### src/rtl/reg_step_pkg.sv
// Shared types and constants for the register/PC step sequencer.
package reg_step_pkg;

    typedef enum logic [1:0] {
        OP_INCR = 2'b00,
        OP_DECR = 2'b01,
        OP_JIZR = 2'b10,
        OP_JNZR = 2'b11
    } op_e;

    typedef enum logic [1:0] {
        S_IDLE = 2'b00,
        S_EXEC = 2'b01,
        S_WB   = 2'b10
    } state_e;

    localparam int BR_DEFAULT = 16;

    function automatic logic is_jump(input op_e op);
        return op[1];
    endfunction

endpackage

### src/rtl/step_regfile.sv
// NREG x DW register file: one synchronous write port, two combinational read ports.
module step_regfile #(
    parameter int NREG = 8,
    parameter int DW   = 8
) (
    input  logic                    clk,
    input  logic                    reset,
    input  logic                    we,
    input  logic [$clog2(NREG)-1:0] waddr,
    input  logic [DW-1:0]           wdata,
    input  logic [$clog2(NREG)-1:0] raddr_a,
    output logic [DW-1:0]           rdata_a,
    input  logic [$clog2(NREG)-1:0] raddr_b,
    output logic [DW-1:0]           rdata_b
);

    logic [DW-1:0] regs_q [NREG];
    logic [DW-1:0] regs_d [NREG];

    always_comb begin
        regs_d = regs_q;
        if (we) begin
            regs_d[waddr] = wdata;
        end
    end

    always_ff @(posedge clk) begin
        if (reset) begin
            regs_q <= '{default: '0};
        end else begin
            regs_q <= regs_d;
        end
    end

    assign rdata_a = regs_q[raddr_a];
    assign rdata_b = regs_q[raddr_b];

endmodule

### src/rtl/reg_step_ctrl.sv
// Register/PC sequencer: issues one incr/decr/jizr/jnzr op to the external
// arithmetic stage and writes its result back to the register file or the PC.
module reg_step_ctrl
    import reg_step_pkg::*;
#(
    parameter int NREG = 8,
    parameter int DW   = 8
) (
    input  logic                    clk,
    input  logic                    reset,
    input  logic                    op_valid,
    output logic                    op_ready,
    input  logic [1:0]              op_code,
    input  logic [$clog2(NREG)-1:0] op_reg,
    input  logic [2:0]              op_imm,
    output logic [DW-1:0]           arith_x,
    output logic [2:0]              arith_v,
    output logic                    arith_incr,
    output logic                    arith_decr,
    output logic                    arith_jizr,
    output logic                    arith_jnzr,
    input  logic [DW-1:0]           arith_res,
    output logic [DW-1:0]           pc,
    input  logic [$clog2(NREG)-1:0] rd_addr,
    output logic [DW-1:0]           rd_data,
    output logic                    done,
    output logic                    taken
);

    localparam int AW = $clog2(NREG);

    state_e          state_q,  state_d;
    op_e             op_q,     op_d;
    logic [AW-1:0]   reg_q,    reg_d;
    logic [2:0]      imm_q,    imm_d;
    logic [DW-1:0]   x_q,      x_d;
    logic [DW-1:0]   res_q,    res_d;
    logic [DW-1:0]   pc_q,     pc_d;
    logic [3:0]      strobe_q, strobe_d;
    logic            done_q,   done_d;
    logic            taken_q,  taken_d;

    logic [AW-1:0]   opnd_addr;
    logic [DW-1:0]   opnd_data;
    logic [DW-1:0]   pc_inc;
    logic            rf_we;

    // Operand port follows the incoming op while idle, the latched op afterwards.
    assign opnd_addr = (state_q == S_IDLE) ? op_reg : reg_q;
    assign pc_inc    = pc_q + {{(DW-1){1'b0}}, 1'b1};
    assign rf_we     = (state_q == S_WB) && !is_jump(op_q);

    step_regfile #(
        .NREG (NREG),
        .DW   (DW)
    ) u_regfile (
        .clk     (clk),
        .reset   (reset),
        .we      (rf_we),
        .waddr   (reg_q),
        .wdata   (res_q),
        .raddr_a (opnd_addr),
        .rdata_a (opnd_data),
        .raddr_b (rd_addr),
        .rdata_b (rd_data)
    );

    always_comb begin
        state_d  = state_q;
        op_d     = op_q;
        reg_d    = reg_q;
        imm_d    = imm_q;
        x_d      = x_q;
        res_d    = res_q;
        pc_d     = pc_q;
        strobe_d = strobe_q;
        done_d   = done_q;
        taken_d  = taken_q;
        unique case (state_q)
            S_IDLE: begin
                if (op_valid) begin
                    op_d     = op_e'(op_code);
                    reg_d    = op_reg;
                    imm_d    = op_imm;
                    x_d      = op_code[1] ? pc_q : opnd_data;
                    strobe_d = 4'b0001 << op_code;
                    state_d  = S_EXEC;
                end
            end
            S_EXEC: begin
                res_d    = arith_res;
                strobe_d = 4'b0000;
                done_d   = 1'b1;
                state_d  = S_WB;
                unique case (op_q)
                    OP_JIZR: taken_d = (opnd_data == '0);
                    OP_JNZR: taken_d = (opnd_data != '0);
                    default: taken_d = 1'b0;
                endcase
            end
            S_WB: begin
                // A not-taken jump advances through the local incrementer, not arith_res.
                pc_d    = (is_jump(op_q) && taken_q) ? res_q : pc_inc;
                done_d  = 1'b0;
                taken_d = 1'b0;
                state_d = S_IDLE;
            end
            default: begin
                state_d = S_IDLE;
            end
        endcase
    end

    always_ff @(posedge clk) begin
        if (reset) begin
            state_q  <= S_IDLE;
            op_q     <= OP_INCR;
            reg_q    <= '0;
            imm_q    <= '0;
            x_q      <= '0;
            res_q    <= '0;
            pc_q     <= '0;
            strobe_q <= '0;
            done_q   <= 1'b0;
            taken_q  <= 1'b0;
        end else begin
            state_q  <= state_d;
            op_q     <= op_d;
            reg_q    <= reg_d;
            imm_q    <= imm_d;
            x_q      <= x_d;
            res_q    <= res_d;
            pc_q     <= pc_d;
            strobe_q <= strobe_d;
            done_q   <= done_d;
            taken_q  <= taken_d;
        end
    end

    assign op_ready   = (state_q == S_IDLE);
    assign arith_x    = x_q;
    assign arith_v    = imm_q;
    assign arith_incr = strobe_q[0];
    assign arith_decr = strobe_q[1];
    assign arith_jizr = strobe_q[2];
    assign arith_jnzr = strobe_q[3];
    assign pc         = pc_q;
    assign done       = done_q;
    assign taken      = taken_q;

endmodule

### config.mk
export PLATFORM = sky130hd
export DESIGN_NAME = reg_step_ctrl
export DESIGN_NICKNAME = d
export VERILOG_FILES = /design/src/rtl/reg_step_pkg.sv /design/src/rtl/step_regfile.sv /design/src/rtl/reg_step_ctrl.sv
export SDC_FILE = /design/constraint.sdc
export NUM_CORES = 1
export LEC_CHECK = 0
export ABC_AREA = 1
export BUFFER_PORTS_ARGS = -buffer_cell sky130_fd_sc_hd__buf_2
export CAP_MARGIN = 15
export CORE_MARGIN = 3
export CORE_UTILIZATION = 55
export CTS_CLUSTER_DIAMETER = 60
export DETAILED_ROUTE_END_ITERATION = 16
export PLACE_DENSITY = 0.75
export SLEW_MARGIN = 20
export SYNTH_ARGS = -nofsm -noshare
export SYNTH_HDL_FRONTEND = slang
export SYNTH_HIERARCHICAL = 1
export SYNTH_SLANG_ARGS = --single-unit
### constraint.sdc
create_clock -name clk -period 5.75 [get_ports clk]
set_clock_uncertainty 0.05 [all_clocks]
set_input_delay 0.8625 -clock clk [delete_from_list [all_inputs] [get_ports clk]]
set_output_delay 0.8625 -clock clk [all_outputs]
set_load 0.005 [all_outputs]
==> flow_summary.ini <==
[logic_synthesis]
synth_edf_count = 0
synthArstFlopShare = 0
yosysTopAreaCell = dfxtp_1
yosysUniqueCellTypes = 27
ys_seq_area_frac = 0.3641
ys_top_cells_by_count = nand2_1 (245), nor2_1 (149), inv_1 (109)
syn-cell-area_um2 = 5718
synth.most_common_cell = nand2_1
yosysWarnings = 6
synth_top_area_frac = 0.3641
syn_avg_cell_area_um2 = 6.277
synth_area_leaders = dfxtp_1 (36%), nand2_1 (16%), nor2_1 (9.8%), o21ai_0 (7.7%), inv_1 (7.2%)
synthCells = 911
synthFlopType = dfxtp_1
synth_nets = 937
synth_seq_cells = 104

[drt]
vias_per_cell = 5.248
wl_per_cell_um = 14.47
vias = 5657
wl_mm = 15.60
dr.pass1.iters = 7
ant_nets = 0
drt_iter0_markers = 462
drcViolationCount = 0

[worst_setup_path]
cpPeakStageDelay_ps = 540
cp-end-kind = output pin
worstSetupStartpointType = primary input
crit_required_ps = 4840
critPathMaxFanout = 33
cpMostUsedCell = nand2_1
crit_buf_inv = 3
arrival_ps = 2430
cp_slowest_cell = inv_1
path_delay_family = buffers and inverters
cp_cell_sequence = buf_2, inv_1, nand2_1, nand3_1, nand2_1, nand2_1, nand2_1, buf_2
worstSetupPathType = in -> out

[final_layout]
finish.net_count = 966
regArea_um2 = 2082
fillers = 999
area_delta_synth_final_pct = 7.134
post-route-util = 0.6154
multi_input_area_um2 = 2883
diodes = 0
drive_gt1_frac = 0.1175

[global_route]
antenna_found_initial = 0
grt_pass1_wl_mm = 25.31
grt_util_all_layers = 0.2758
grt_overflow = 0
grt_max_degree = 65
grt_pass1_vias = 5002

[placement]
gp_congestion = 1.029
portBuffers = 55
dp_hpwl_mm = 11.38

[power_and_ir_drop]
seq_power_share = 0.489
combPwrFrac = 0.219
p_clk_frac = 0.292
power.leakage_nw = 3.024
p_sw_frac = 0.3386
powerDensity_nw_per_um2 = 267.3
switchingPower_mw = 0.5544
vdd_drop_max_uv = 266.0
power.internal_mw = 1.083

[clock_tree]
cts_setup_buffers = 0
clock_latency_ps = 390
clkSinkCount = 104
cts.path.max_buffers = 2
cts_made_buffers = 9
cts_tree = built
cts.clk_slew.worst_paths_ps = 110
root_buffer = clkbuf_8
hold_buffers = 0
cts-resized-gates = 0
cts_htree_levels = 3

[sta]
tightest_slew_ps = 901.7
setup_viol = 0
max_freq_ghz = 0.2993
post-route-period-util = 0.5811
finalCriticalPeriod_ps = 3341
fin_setup_tns_ps = 0
hold_slack_ps = 424.0
relSlewSlack = 0.3982
timing.final.max_slew_violations = 0
hold_viol_final = 0
grt_setup_unrepaired = false

[hold_path]
min_path_type = reg -> reg

[floorplan]
rows = 36
pin_count = 56
die-area_um2 = 11660
start_util = 0.5744
die_y_um = 108.0
die_w_um = 108.0
core_area_um2 = 9955

[run]
cap_violations = 0

[outcome]
status = finished, final reports clean
through the flow:
stage,cell area (um^2),power (mW),worst slack (ps),instances
after floorplan,5718,1.077,3298,911
after global placement,5924,1.167,2449,1062
after detailed placement,5924,1.169,2450,1062
after CTS,6126,1.644,2444,1078
after global routing,6126,1.728,2211,1078
final,6126,1.637,2409,1078
layout make-up:
type | count | area share
Clock inverter | 6 | 0.01205
Inverter | 125 | 0.08088
Sequential cell | 104 | 0.3399
Clock buffer | 10 | 0.02083
Tap cell | 133 | 0.02717
Multi-Input combinational cell | 642 | 0.4706
Timing Repair Buffer | 58 | 0.04861
layer usage:
layer | GRT usage | part of all wire | vias up
li1 | - | - | 2898
met1 | 0.3862 | 0.46 | 2516
met2 | 0.4170 | 0.44 | 225
met3 | 0.07701 | 0.084 | 18
met4 | 0.07755 | 0.016 | 0
met5 | 0 | 0 | -
logic make-up (layout without fill, tap and decap cells):
kind of cell               Yosys count  in the layout  synth area share
and+or+nand+nor                    490            490            0.3571
adders and majority gates            4              4          0.008753
AOI/OAI and AO/OA                  148            148            0.1376
buffers and inverters              165            199            0.1324
DFF                                104            104            0.3641
power groups by stage:
stage                     combinational, mW  sequential (mW)  clock, mW
after floorplan                       0.279            0.798          0
after global placement                0.352            0.815          0
after detailed placement              0.353            0.816          0
after CTS                             0.354            0.800      0.490
after global routing                  0.407            0.804      0.517
final                                 0.359            0.800      0.479
worst paths after layout:
| check | endpoint | slack [ps] | cells after the start | start |
|---|---|---|---|---|
| hold reg to reg | done | 420 | 2 | done |
| hold / removal | done | 420 | 2 | done |
| setup reg to reg | taken | 2560 | 18 | state_q[0] |
| setup / recovery | rd_data[5] | 2410 | 8 | rd_addr[0] |
layout by cell type, fill, tap and decap left out, types with 2 or more instances in the layout:
cell type   Yosys  layout
nor2_2          2       2
o21ai_1        11      12
o211ai_1        9       9
ha_1            4       4
nand2_1       245     245
nand3_1        73      73
buf_2          17      55
nor2_4          4       4
a21oi_1        34      34
o21ai_0        88      86
inv_1         109     109
nand2_4         7       7
buf_4           8       3
inv_6           0       2
a211oi_1        2       2
clkbuf_8        0       9
clkinvlp_4      0       2
inv_2          10      10
o21ai_2         2       3
nand4_1         4       4
dfxtp_1       104     104
nand2_2         5       5
clkinv_4        5       5
nor2_1        149     149
worst register-to-register path, delay by kind of cell (launching register included):
family | cells | cell delay, ps
AO/OA/AOI/OAI | 2 | 190
AND/OR/NAND/NOR | 12 | 1130
buffers and inverters | 3 | 1020
flip-flops | 1 | 380
adder cells (fa/ha/maj) | 1 | 360
state kept, by name, indices dropped and copies added (netlist names):
name,cells
op_q,2
state_q,2
done,1
arith_v,3
arith_x,8
strobe_q,4
taken,1
pc,8
u_regfile/regs_q,64
reg_q,3
res_q,8
(Power assumes the default switching activity.)
